**src/rtl/seg_reader_if.sv**
```systemverilog
// Bundle between a multiplexed seven-segment bus and the decoded-record consumer.
// The slave modport is the reader's side: it watches the pins and produces records.
`timescale 1ns/1ps
interface seg_reader_if #(
  parameter int DIGITS = 8
);
  localparam int IDX_W = (DIGITS > 1) ? $clog2(DIGITS) : 1;

  logic [7:0]        seg_n;
  logic [DIGITS-1:0] an_n;
  logic              out_valid;
  logic              out_ready;
  logic [IDX_W-1:0]  out_idx;
  logic [3:0]        out_value;
  logic              out_dp;
  logic              out_blank;
  logic              out_err;
  logic              overflow;

  modport slave (
    input  seg_n, an_n, out_ready,
    output out_valid, out_idx, out_value, out_dp, out_blank, out_err, overflow
  );

  modport master (
    output seg_n, an_n, out_ready,
    input  out_valid, out_idx, out_value, out_dp, out_blank, out_err, overflow
  );
endinterface

```
**src/rtl/seg_reader.sv**
```systemverilog
// Seven-segment bus reader: samples the scanned active-low segment/digit lines,
// waits for a dwell to hold STABLE_CYCLES samples, decodes it once per dwell and
// offers the result through a one-deep valid/ready holding register.
`timescale 1ns/1ps
module seg_reader #(
  parameter int DIGITS        = 8,
  parameter int STABLE_CYCLES = 4
) (
  input  logic       clk,
  input  logic       rst_n,
  seg_reader_if.slave bus
);
  localparam int IDX_W = (DIGITS > 1) ? $clog2(DIGITS) : 1;
  localparam logic [7:0] RUN_MAX = 8'(STABLE_CYCLES);

  typedef struct packed {
    logic [3:0] value;
    logic       blank;
    logic       err;
  } dec_t;

  // True when exactly one digit-select line is pulled low.
  function automatic logic one_low(input logic [DIGITS-1:0] an);
    int unsigned n;
    n = 0;
    for (int i = 0; i < DIGITS; i++) begin
      if (!an[i]) begin
        n++;
      end else begin
        n = n;
      end
    end
    return (n == 32'd1);
  endfunction

  // Position of the low digit-select line (only meaningful when one_low holds).
  function automatic logic [IDX_W-1:0] low_index(input logic [DIGITS-1:0] an);
    logic [IDX_W-1:0] idx;
    idx = '0;
    for (int i = 0; i < DIGITS; i++) begin
      if (!an[i]) begin
        idx = IDX_W'(i);
      end else begin
        idx = idx;
      end
    end
    return idx;
  endfunction

  // Map lit a..g back to a digit; dp is handled separately and never matched.
  function automatic dec_t decode_seg(input logic [6:0] lit_ag);
    dec_t d;
    d.value = 4'hF;
    d.blank = 1'b0;
    d.err   = 1'b0;
    case (lit_ag)
      7'b1111110: d.value = 4'd0;
      7'b0110000: d.value = 4'd1;
      7'b1101101: d.value = 4'd2;
      7'b1111001: d.value = 4'd3;
      7'b0110011: d.value = 4'd4;
      7'b1011011: d.value = 4'd5;
      7'b1011111: d.value = 4'd6;
      7'b1110000: d.value = 4'd7;
      7'b1111111: d.value = 4'd8;
      7'b1111011: d.value = 4'd9;
      default: begin
        d.value = 4'hF;
        if (lit_ag == 7'b000_0000) begin
          d.blank = 1'b1;
        end else begin
          d.err = 1'b1;
        end
      end
    endcase
    return d;
  endfunction

  // Input sample stage and dwell tracking
  logic [7:0]        seg_q, seg_d;
  logic [DIGITS-1:0] an_q, an_d;
  logic [7:0]        run_q, run_d;
  logic              armed_q, armed_d;

  // Output holding register
  logic              out_valid_q, out_valid_d;
  logic [IDX_W-1:0]  out_idx_q, out_idx_d;
  logic [3:0]        out_value_q, out_value_d;
  logic              out_dp_q, out_dp_d;
  logic              out_blank_q, out_blank_d;
  logic              out_err_q, out_err_d;
  logic              overflow_q, overflow_d;

  logic              same_s;
  logic              dwell_done_s;
  logic              cap_s;
  logic              xfer_s;
  logic [7:0]        lit_s;
  dec_t              dec_s;

  // Dwell bookkeeping: restart the run on any change, fire once when it saturates.
  always_comb begin
    seg_d        = bus.seg_n;
    an_d         = bus.an_n;
    same_s       = ({bus.an_n, bus.seg_n} == {an_q, seg_q});
    dwell_done_s = (run_q == RUN_MAX) && armed_q;
    cap_s        = dwell_done_s && one_low(an_q);
    lit_s        = ~seg_q;
    dec_s        = decode_seg(lit_s[7:1]);
    run_d        = run_q;
    armed_d      = armed_q;
    if (!same_s) begin
      run_d   = 8'd1;
      armed_d = 1'b1;
    end else begin
      if (run_q < RUN_MAX) begin
        run_d = run_q + 8'd1;
      end else begin
        run_d = run_q;
      end
      if (dwell_done_s) begin
        armed_d = 1'b0;
      end else begin
        armed_d = armed_q;
      end
    end
  end

  // Holding register: load on capture when free or draining, else flag the drop.
  always_comb begin
    xfer_s      = out_valid_q && bus.out_ready;
    out_valid_d = out_valid_q;
    out_idx_d   = out_idx_q;
    out_value_d = out_value_q;
    out_dp_d    = out_dp_q;
    out_blank_d = out_blank_q;
    out_err_d   = out_err_q;
    overflow_d  = overflow_q;
    if (cap_s) begin
      if (!out_valid_q || xfer_s) begin
        out_valid_d = 1'b1;
        out_idx_d   = low_index(an_q);
        out_value_d = dec_s.value;
        out_dp_d    = lit_s[0];
        out_blank_d = dec_s.blank;
        out_err_d   = dec_s.err;
      end else begin
        overflow_d = 1'b1;
      end
    end else if (xfer_s) begin
      out_valid_d = 1'b0;
    end else begin
      out_valid_d = out_valid_q;
    end
  end

  // State registers with asynchronous reset to the idle bus pattern.
  always_ff @(posedge clk or negedge rst_n) begin
    if (!rst_n) begin
      seg_q       <= 8'hFF;
      an_q        <= '1;
      run_q       <= 8'd0;
      armed_q     <= 1'b1;
      out_valid_q <= 1'b0;
      out_idx_q   <= '0;
      out_value_q <= 4'd0;
      out_dp_q    <= 1'b0;
      out_blank_q <= 1'b0;
      out_err_q   <= 1'b0;
      overflow_q  <= 1'b0;
    end else begin
      seg_q       <= seg_d;
      an_q        <= an_d;
      run_q       <= run_d;
      armed_q     <= armed_d;
      out_valid_q <= out_valid_d;
      out_idx_q   <= out_idx_d;
      out_value_q <= out_value_d;
      out_dp_q    <= out_dp_d;
      out_blank_q <= out_blank_d;
      out_err_q   <= out_err_d;
      overflow_q  <= overflow_d;
    end
  end

  assign bus.out_valid = out_valid_q;
  assign bus.out_idx   = out_idx_q;
  assign bus.out_value = out_value_q;
  assign bus.out_dp    = out_dp_q;
  assign bus.out_blank = out_blank_q;
  assign bus.out_err   = out_err_q;
  assign bus.overflow  = overflow_q;
endmodule

```
**src/flat_wrapper.sv**
```systemverilog
// flat-port wrapper written by rule: the top's interface ports become plain ports
module seg_reader_flat 
#(
  parameter int DIGITS        = 8,
  parameter int STABLE_CYCLES = 4
)
  (clk, rst_n, bus_seg_n, bus_an_n, bus_out_ready, bus_out_valid, bus_out_idx, bus_out_value, bus_out_dp, bus_out_blank, bus_out_err, bus_overflow);
  seg_reader_if #(.DIGITS(DIGITS)) bus_i ();
  input  logic clk;
  input  logic rst_n;
  input wire logic [$bits(bus_i.seg_n)-1:0] bus_seg_n;
  input wire logic [$bits(bus_i.an_n)-1:0] bus_an_n;
  input wire logic [$bits(bus_i.out_ready)-1:0] bus_out_ready;
  output wire logic [$bits(bus_i.out_valid)-1:0] bus_out_valid;
  output wire logic [$bits(bus_i.out_idx)-1:0] bus_out_idx;
  output wire logic [$bits(bus_i.out_value)-1:0] bus_out_value;
  output wire logic [$bits(bus_i.out_dp)-1:0] bus_out_dp;
  output wire logic [$bits(bus_i.out_blank)-1:0] bus_out_blank;
  output wire logic [$bits(bus_i.out_err)-1:0] bus_out_err;
  output wire logic [$bits(bus_i.overflow)-1:0] bus_overflow;
  assign bus_i.seg_n = bus_seg_n;
  assign bus_i.an_n = bus_an_n;
  assign bus_i.out_ready = bus_out_ready;
  assign bus_out_valid = bus_i.out_valid;
  assign bus_out_idx = bus_i.out_idx;
  assign bus_out_value = bus_i.out_value;
  assign bus_out_dp = bus_i.out_dp;
  assign bus_out_blank = bus_i.out_blank;
  assign bus_out_err = bus_i.out_err;
  assign bus_overflow = bus_i.overflow;
  seg_reader #(.DIGITS(DIGITS), .STABLE_CYCLES(STABLE_CYCLES)) u_core (.clk(clk), .rst_n(rst_n), .bus(bus_i));
endmodule
```
**config.mk**
```make
export PLATFORM = sky130hd
export DESIGN_NAME = seg_reader_flat
export DESIGN_NICKNAME = d
export VERILOG_FILES = /design/src/rtl/seg_reader_if.sv /design/src/rtl/seg_reader.sv /design/src/flat_wrapper.sv
export SDC_FILE = /design/constraint.sdc
export NUM_CORES = 1
export LEC_CHECK = 0
export ABC_AREA = 1
export CAP_MARGIN = 20
export CORE_ASPECT_RATIO = 1.2
export CORE_MARGIN = 2
export CORE_UTILIZATION = 45
export DETAILED_ROUTE_END_ITERATION = 6
export GPL_TIMING_DRIVEN = 0
export PLACE_DENSITY = 0.73
export SYNTH_ARGS = -nofsm -noshare
export SYNTH_HDL_FRONTEND = slang
export SYNTH_SLANG_ARGS = --single-unit
```
**constraint.sdc**
```tcl
create_clock -name clk -period 7.4 [get_ports clk]
set_clock_uncertainty 0.15 [all_clocks]
set_input_delay 1.48 -clock clk [delete_from_list [all_inputs] [get_ports clk]]
set_output_delay 1.48 -clock clk [all_outputs]
set_load 0.05 [all_outputs]
```
==> results of run 1 <==
[kinds of logic (layout without fill, tap and decap cells)]
kind of cell             count (synthesis)  in the layout  share of synthesized area (%)
XOR/XNOR                                13             13                           4.99
AO/OA/AOI/OAI                           13             13                           3.40
adder cells (fa/ha/maj)                  9              9                           4.93
buffers and inverters                   50             88                           8.77
flip-flops                              37             37                           41.5
AND/OR/NAND/NOR                        170            170                           36.4
[per-layer routing]
layer / vias to the layer above / part of all wire (%) / global-route usage (%)
li1: 1007 / - / -
met1: 917 / 43 / 19.6
met2: 24 / 53 / 34.0
met3: 6 / 2.4 / 2.94
met4: 0 / 1.6 / 7.06
met5: - / 0 / 0
[cells in the final DEF, fill, tap and decap left out, drive strengths merged, types with 5 or more instances in the layout]
master / n
clkbuf: 8
clkdlybuf4s50: 29
dfrtp: 20
dfstp: 17
ha: 9
inv: 47
nand2: 90
nand3: 22
nand4: 18
nor2: 24
nor3: 5
or2: 6
xnor2: 9
[final cells by class]
| cell class | instances | area, µm² |
|---|---|---|
| well taps | 60 | 75.1 |
| inverters | 47 | 176 |
| fillers | 467 | 2160 |
| plain buffers | 3 | 23.8 |
| repair buffers | 30 | 295 |
| clock buffers | 8 | 90.1 |
| flip-flops and latches | 37 | 947 |
| multi-input cells | 205 | 1140 |
[flip-flops by register name (all words and copies together), names as in the netlist]
register              flops
u_core.bus.overflow       1
u_core.bus.out_dp         1
u_core.bus.out_value      4
u_core.bus.out_blank      1
u_core.armed_q            1
u_core.bus.out_err        1
u_core.seg_q              8
u_core.run_q              8
u_core.bus.out_idx        3
u_core.an_q               8
u_core.bus.out_valid      1
[worst register-to-register path: cells and delay by family, from the launching register on]
family,cells,cell delay [ns]
AND/OR/NAND/NOR,16,1.90
adder cells (fa/ha/maj),6,1.61
flip-flops,1,0.56
buffers and inverters,5,0.42
[power by group through the flow]
stage	clock network (mW)	registers, mW	logic [mW]
2_1_floorplan	0	0.219	0.0626
3_3_place_gp	0	0.221	0.0864
3_5_place_dp	0	0.221	0.0899
4_1_cts	0.149	0.217	0.0903
5_1_grt	0.154	0.218	0.102
6_report	0.143	0.217	0.0889
[metrics by stage]
stage | total power, mW | hold slack, ns
floorplan | 0.282 | 0.308
global placement | 0.307 | 0.305
detailed placement | 0.311 | 0.308
CTS | 0.456 | 0.324
global route | 0.474 | 0.354
finish | 0.449 | 0.323
[synth_stat cells, drive strengths merged]
| cell type | number | area, µm² |
|---|---|---|
| or2 | 6 | 37.5 |
| a21oi | 4 | 20.0 |
| nand2 | 90 | 365 |
| o21ai | 4 | 20.0 |
| dfrtp | 20 | 500 |
| buf | 3 | 23.8 |
| inv | 47 | 176 |
| xor2 | 4 | 35.0 |
| o2111ai | 1 | 8.76 |
| and2 | 1 | 6.26 |
| nor2 | 24 | 105 |
| o211ai | 2 | 15.0 |
| ha | 9 | 113 |
| nor3 | 5 | 25.0 |
| dfstp | 17 | 447 |
| a31oi | 1 | 6.26 |
| xnor2 | 9 | 78.8 |
| o21bai | 1 | 7.51 |
| nor4 | 4 | 25.0 |
| nand4 | 18 | 113 |
| nand3 | 22 | 155 |
[path summary, 6_finish.rpt]
kind                                                       end  slack, ns                         startpoint  cells after the start
max                           u_core.bus.out_blank$_DFFE_PN0P_       2.67           u_core.an_q[1]$_DFF_PN1_                     27
min                          u_core.bus.out_idx[1]$_DFFE_PN0P_       0.32  u_core.bus.out_idx[1]$_DFFE_PN0P_                      2
max reg2reg                   u_core.bus.out_blank$_DFFE_PN0P_       2.67           u_core.an_q[1]$_DFF_PN1_                     27
min reg2reg                  u_core.bus.out_idx[1]$_DFFE_PN0P_       0.32  u_core.bus.out_idx[1]$_DFFE_PN0P_                      2
max in group asynchronous     u_core.bus.out_valid$_DFFE_PN0P_       5.47                              rst_n                      1
min in group asynchronous  u_core.bus.out_value[1]$_DFFE_PN0P_       1.13                              rst_n                      1
==> impl_metrics.py, run 1 <==
metrics = {
    "outcome": {
        "status": "complete, no violations",
    },
    "placement": {
        "number_of_buffers_added_on_ports": 30,
        "globalplace.congestion": 0.953,
        "postPlaceCellArea_mm2": 0.00265,
        "dp_hpwl_mm": 3.74,
        "placed_cells": 382,
        "post-place-ws_ns": 2.67,
    },
    "clock_network": {
        "numCtsBuffers": 5,
        "ctsHtreeMaxLevel": 2,
        "clock-root-buffer": "clkbuf_8",
        "cts_resized": 0,
        "clkSlewWorstSetupHoldPaths_ns": 0.07,
        "insertion_delay_to_the_later_sink_of_the_worst_skew_pair_ns": 0.29,
        "numClockSinks": 37,
        "clockBufferDepth": 2,
        "cts_tree": "yes",
        "postCtsSetupRepairBufs": 0,
        "cts_hold_buffers": 0,
    },
    "timing": {
        "final_hold_viol_count": 0,
        "post_layout_worst_setup_margin_ns": 2.67,
        "setup_total_negative_slack_ns": 0,
        "timing_worst_slew_pin_value_ns": 0.794,
        "final_min_period_over_clock_period_pct": 63.9,
        "tightest_slew_margin_relative_to_the_limit_pct": 47.1,
        "rsz0062_at_grt": "no",
        "setup_viol": 0,
        "slew_violations": 0,
        "min_period_ns": 4.73,
        "max_clock_freq_mhz": 211,
    },
    "die": {
        "io_pins": 31,
        "dieArea_mm2": 0.00566,
        "die_w_um": 69.0,
        "row_count": 28,
        "fp.coreArea_mm2": 0.00490,
        "floorplan.initialDensity_pct": 46.6,
        "chipHeight_um": 82.0,
    },
    "worst_setup_path": {
        "crit_path_max_fanout": 10,
        "crit_top_cell": "nand2_1",
        "timing.critical_path.arrival_ns": 4.80,
        "cp_top_family": "simple AND/OR/NAND/NOR gates",
        "setup.worst_path.start_class": "register",
        "critical_path_required_ns": 7.48,
        "worst-path-buf-inv": 5,
        "worst_path_max_delay_cell": "dfstp_2",
        "critical_path_class": "register to register",
        "timing.critical_path.slowest_cell_delay_ns": 0.56,
        "worst_setup_path_end_kind": "register",
    },
    "cells_and_area": {
        "finalNetCount": 357,
        "antennaDiodeCount": 0,
        "final_design_area_no_fill_mm2": 0.00274,
        "final-instance-count-excl-fill": 390,
        "area_delta_synth_final_pct": 20.2,
        "drive_above_1_share_pct": 16.1,
        "postLayoutCoreUtil_pct": 55.9,
    },
    "power_and_ir_drop": {
        "power.switching_mw": 0.126,
        "leakage_nw": 1.36,
        "power.internal_mw": 0.323,
        "power.switching_fraction_pct": 28.0,
        "seqPwrFrac_pct": 48.3,
        "cellPowerDensity_mw_per_mm2": 164,
        "combinationalPowerShare_pct": 19.8,
        "ir_drop_mv": 0.125,
        "clock_power_share_pct": 31.9,
    },
    "routing": {
        "postRouteWirelength_mm": 4.65,
        "detail_route.drc_violations": 0,
        "detail_route.vias_per_cell": 5.01,
        "drt_first_iter_violations": 44,
        "routed_wire_length_per_instance_um": 11.9,
        "drt.antenna.violating_nets": 0,
        "num_vias": 1954,
        "dr.pass1.iters": 6,
    },
    "global_route": {
        "grt_antenna_before_repair": 0,
        "grt_overflow": 0,
        "grt_first_pass_wirelength_mm": 7.91,
        "first_global_vias": 1816,
        "grt_start_max_net_pins": 38,
        "globalRouteTotalUtil_pct": 17.7,
    },
    "synth": {
        "ys_seq_elements": 37,
        "synth_cell_type_count": 29,
        "post_synth_inst_count": 292,
        "syn-num-nets": 320,
        "synth.yosys.seq_area_share_pct": 41.5,
        "synthesized_area_mm2": 0.00228,
        "syn_avg_cell_area_um2": 7.82,
        "ys.warnings.count": 0,
    },
    "run": {
        "cap_viol_max_count": 0,
    },
    "worst_hold_path": {
        "holdCritPathClass": "register to register",
    },
}
No activity file was read; power rests on OpenSTA's default activity.
==> run 2, diff against run 1 <==
==> constraint.sdc (replaced) <==
create_clock -name clk -period 4.6 [get_ports clk]
set_clock_uncertainty 0.15 [all_clocks]
set_input_delay 0.92 -clock clk [delete_from_list [all_inputs] [get_ports clk]]
set_output_delay 0.92 -clock clk [all_outputs]
set_load 0.05 [all_outputs]
==> run 2 against run 1 <==
Sequential share of layout area down 1.8 points. Largest cell class unchanged. Via count is 3.1% higher. Critical path type unchanged. Combinational power rose by 100%. Largest power group unchanged.
==> impl_metrics.py, run 2 (synthesized netlist as in run 1, its figures left out) <==
metrics = {
    "timing": {
        "rsz0062_at_grt": "no",
        "min_period_ns": 4.38,
        "post_layout_worst_setup_margin_ns": 0.222,
        "final_hold_viol_count": 0,
        "final_min_period_over_clock_period_pct": 95.2,
        "max_clock_freq_mhz": 228,
        "slew_violations": 0,
        "setup_total_negative_slack_ns": 0,
        "timing_worst_slew_pin_value_ns": 0.789,
        "setup_viol": 0,
        "tightest_slew_margin_relative_to_the_limit_pct": 47.4,
    },
    "worst_setup_path": {
        "crit_path_max_fanout": 5,
        "setup.worst_path.start_class": "register",
        "setup.worst_path.start": "u_core.an_q[1]$_DFF_PN1_",
        "regToRegStartpoint": "u_core.an_q[1]$_DFF_PN1_",
        "worst_setup_path_end_kind": "register",
        "critical_path_class": "register to register",
        "timing.critical_path.arrival_ns": 4.40,
        "critical_path_required_ns": 4.62,
    },
    "cells_and_area": {
        "fillerInstances": 440,
        "final_cell_mix": "nand2_1 (73), inv_1 (43), clkdlybuf4s50_1 (29)",
        "leading_registers_by_flop_count": "u_core.an_q (8), u_core.run_q (8), u_core.seg_q (8)",
        "final_design_area_no_fill_mm2": 0.00289,
        "multi_input_comb_area_mm2": 0.00122,
        "final-seq-area_um2": 947,
        "antennaDiodeCount": 0,
        "drive_above_1_share_pct": 22.1,
        "postLayoutCoreUtil_pct": 59.0,
        "most_common_cell_after_layout_fill_and_taps_aside": "nand2_1",
        "finalNetCount": 366,
        "area_delta_synth_final_pct": 26.7,
    },
    "die": {
        "chipHeight_um": 82.0,
        "io_pins": 31,
        "die_w_um": 69.0,
        "fp.coreArea_mm2": 0.00490,
        "dieArea_mm2": 0.00566,
        "row_count": 28,
        "floorplan.initialDensity_pct": 46.6,
    },
    "clock_network": {
        "insertion_delay_to_the_later_sink_of_the_worst_skew_pair_ns": 0.28,
        "numCtsBuffers": 5,
        "cts_tree": "yes",
        "clkSlewWorstSetupHoldPaths_ns": 0.07,
        "clock-root-buffer": "clkbuf_8",
        "ctsHtreeMaxLevel": 2,
        "cts_hold_buffers": 0,
        "clockBufferDepth": 2,
        "numClockSinks": 37,
    },
    "placement": {
        "number_of_buffers_added_on_ports": 30,
        "post-place-ws_ns": -0.128,
        "globalplace.congestion": 0.953,
        "dp_hpwl_mm": 3.74,
        "postPlaceCellArea_mm2": 0.00265,
    },
    "power_and_ir_drop": {
        "cellPowerDensity_mw_per_mm2": 262,
        "ir_drop_mv": 0.202,
        "total_power_mw": 0.759,
        "leakage_nw": 1.40,
    },
    "global_route": {
        "first_global_vias": 1912,
        "use_met3_pct": 2.58,
        "grt_util_met2_pct": 36.3,
        "grt_antenna_before_repair": 0,
        "globalRouteTotalUtil_pct": 18.8,
        "grt_first_pass_wirelength_mm": 8.35,
        "top_usage_layer": "met2",
        "grt_start_max_net_pins": 38,
        "grt_overflow": 0,
        "globalRouteMet1Util_pct": 20.1,
    },
    "worst_hold_path": {
        "hp-start": "u_core.bus.out_idx[1]$_DFFE_PN0P_",
        "holdCritPathClass": "register to register",
    },
    "routing": {
        "detail_route.drc_violations": 0,
        "detail_route.vias_per_cell": 5.05,
        "drt_first_iter_violations": 55,
        "dr.pass1.iters": 7,
        "postRouteWirelength_mm": 4.98,
        "num_vias": 2014,
        "drt.antenna.violating_nets": 0,
        "routed_wire_length_per_instance_um": 12.5,
    },
    "outcome": {
        "status": "complete, no violations",
    },
    "run": {
        "cap_viol_max_count": 0,
    },
}
run 2: final timing paths:
kind / slack, ns / to / depth (start not counted)
max: 0.22 / u_core.bus.out_value[3]$_DFFE_PN0P_ / 27
max in group asynchronous: 3.23 / u_core.bus.out_valid$_DFFE_PN0P_ / 1
min reg2reg: 0.32 / u_core.bus.out_idx[1]$_DFFE_PN0P_ / 2
max reg2reg: 0.22 / u_core.bus.out_value[3]$_DFFE_PN0P_ / 27
min in group asynchronous: 0.57 / u_core.bus.out_value[1]$_DFFE_PN0P_ / 1
min: 0.32 / u_core.bus.out_idx[1]$_DFFE_PN0P_ / 2
run 2: power breakdown:
group	internal [mW]	total (mW)	switching, mW
combinational	0.0824	0.181	0.0985
clock	0.122	0.229	0.107
sequential	0.339	0.349	0.0105
total	0.543	0.759	0.216
run 2: critical path, stage by stage, from the launching register on:
cell	delay, ns
dfstp_2	0.55
inv_2	0.05
ha_4	0.28
inv_2	0.04
nand2_2	0.05
nand2_1	0.05
ha_1	0.28
or2_4	0.23
and2_4	0.16
ha_1	0.27
nand2_2	0.08
nand2_2	0.07
ha_4	0.28
nand2_4	0.05
nand2_2	0.10
ha_4	0.20
or2_4	0.24
nand2_2	0.07
inv_1	0.04
ha_1	0.26
inv_1	0.07
nand2_2	0.05
nand2_2	0.05
nand2_2	0.06
nor2_4	0.22
nand3_4	0.16
nand2_1	0.10
nand2_1	0.05
run 2: through the flow:
step / std cells / hold slack (ns)
3_3_place_gp: 382 / 0.305
3_5_place_dp: 382 / 0.308
4_1_cts: 395 / 0.324
2_1_floorplan: 292 / 0.308
6_report: 399 / 0.323
5_1_grt: 399 / 0.354
run 2: cell type report:
cell class                 count  share of cell area (%)
multi-input combinational    206                    42.1
sequential                    37                    32.7
timing repair buffer          38                    12.4
inverter                      47                    6.10
clock buffer                   8                    3.11
tap                           60                    2.59
buffer                         3                   0.951
run 2: layer usage:
layer	vias to the layer above	share of wire, %
met1	946	40
li1	1025	-
met2	33	54
met5	-	0
met3	10	3.0
met4	0	3.0
run 2: timing repair:
action / CTS / global route
setup endpoints to repair: 11 / 12
setup buffers: 2 / 4
gates resized for setup: 9 / 12
pin swaps: 5 / 8
gates cloned: 3 / 0
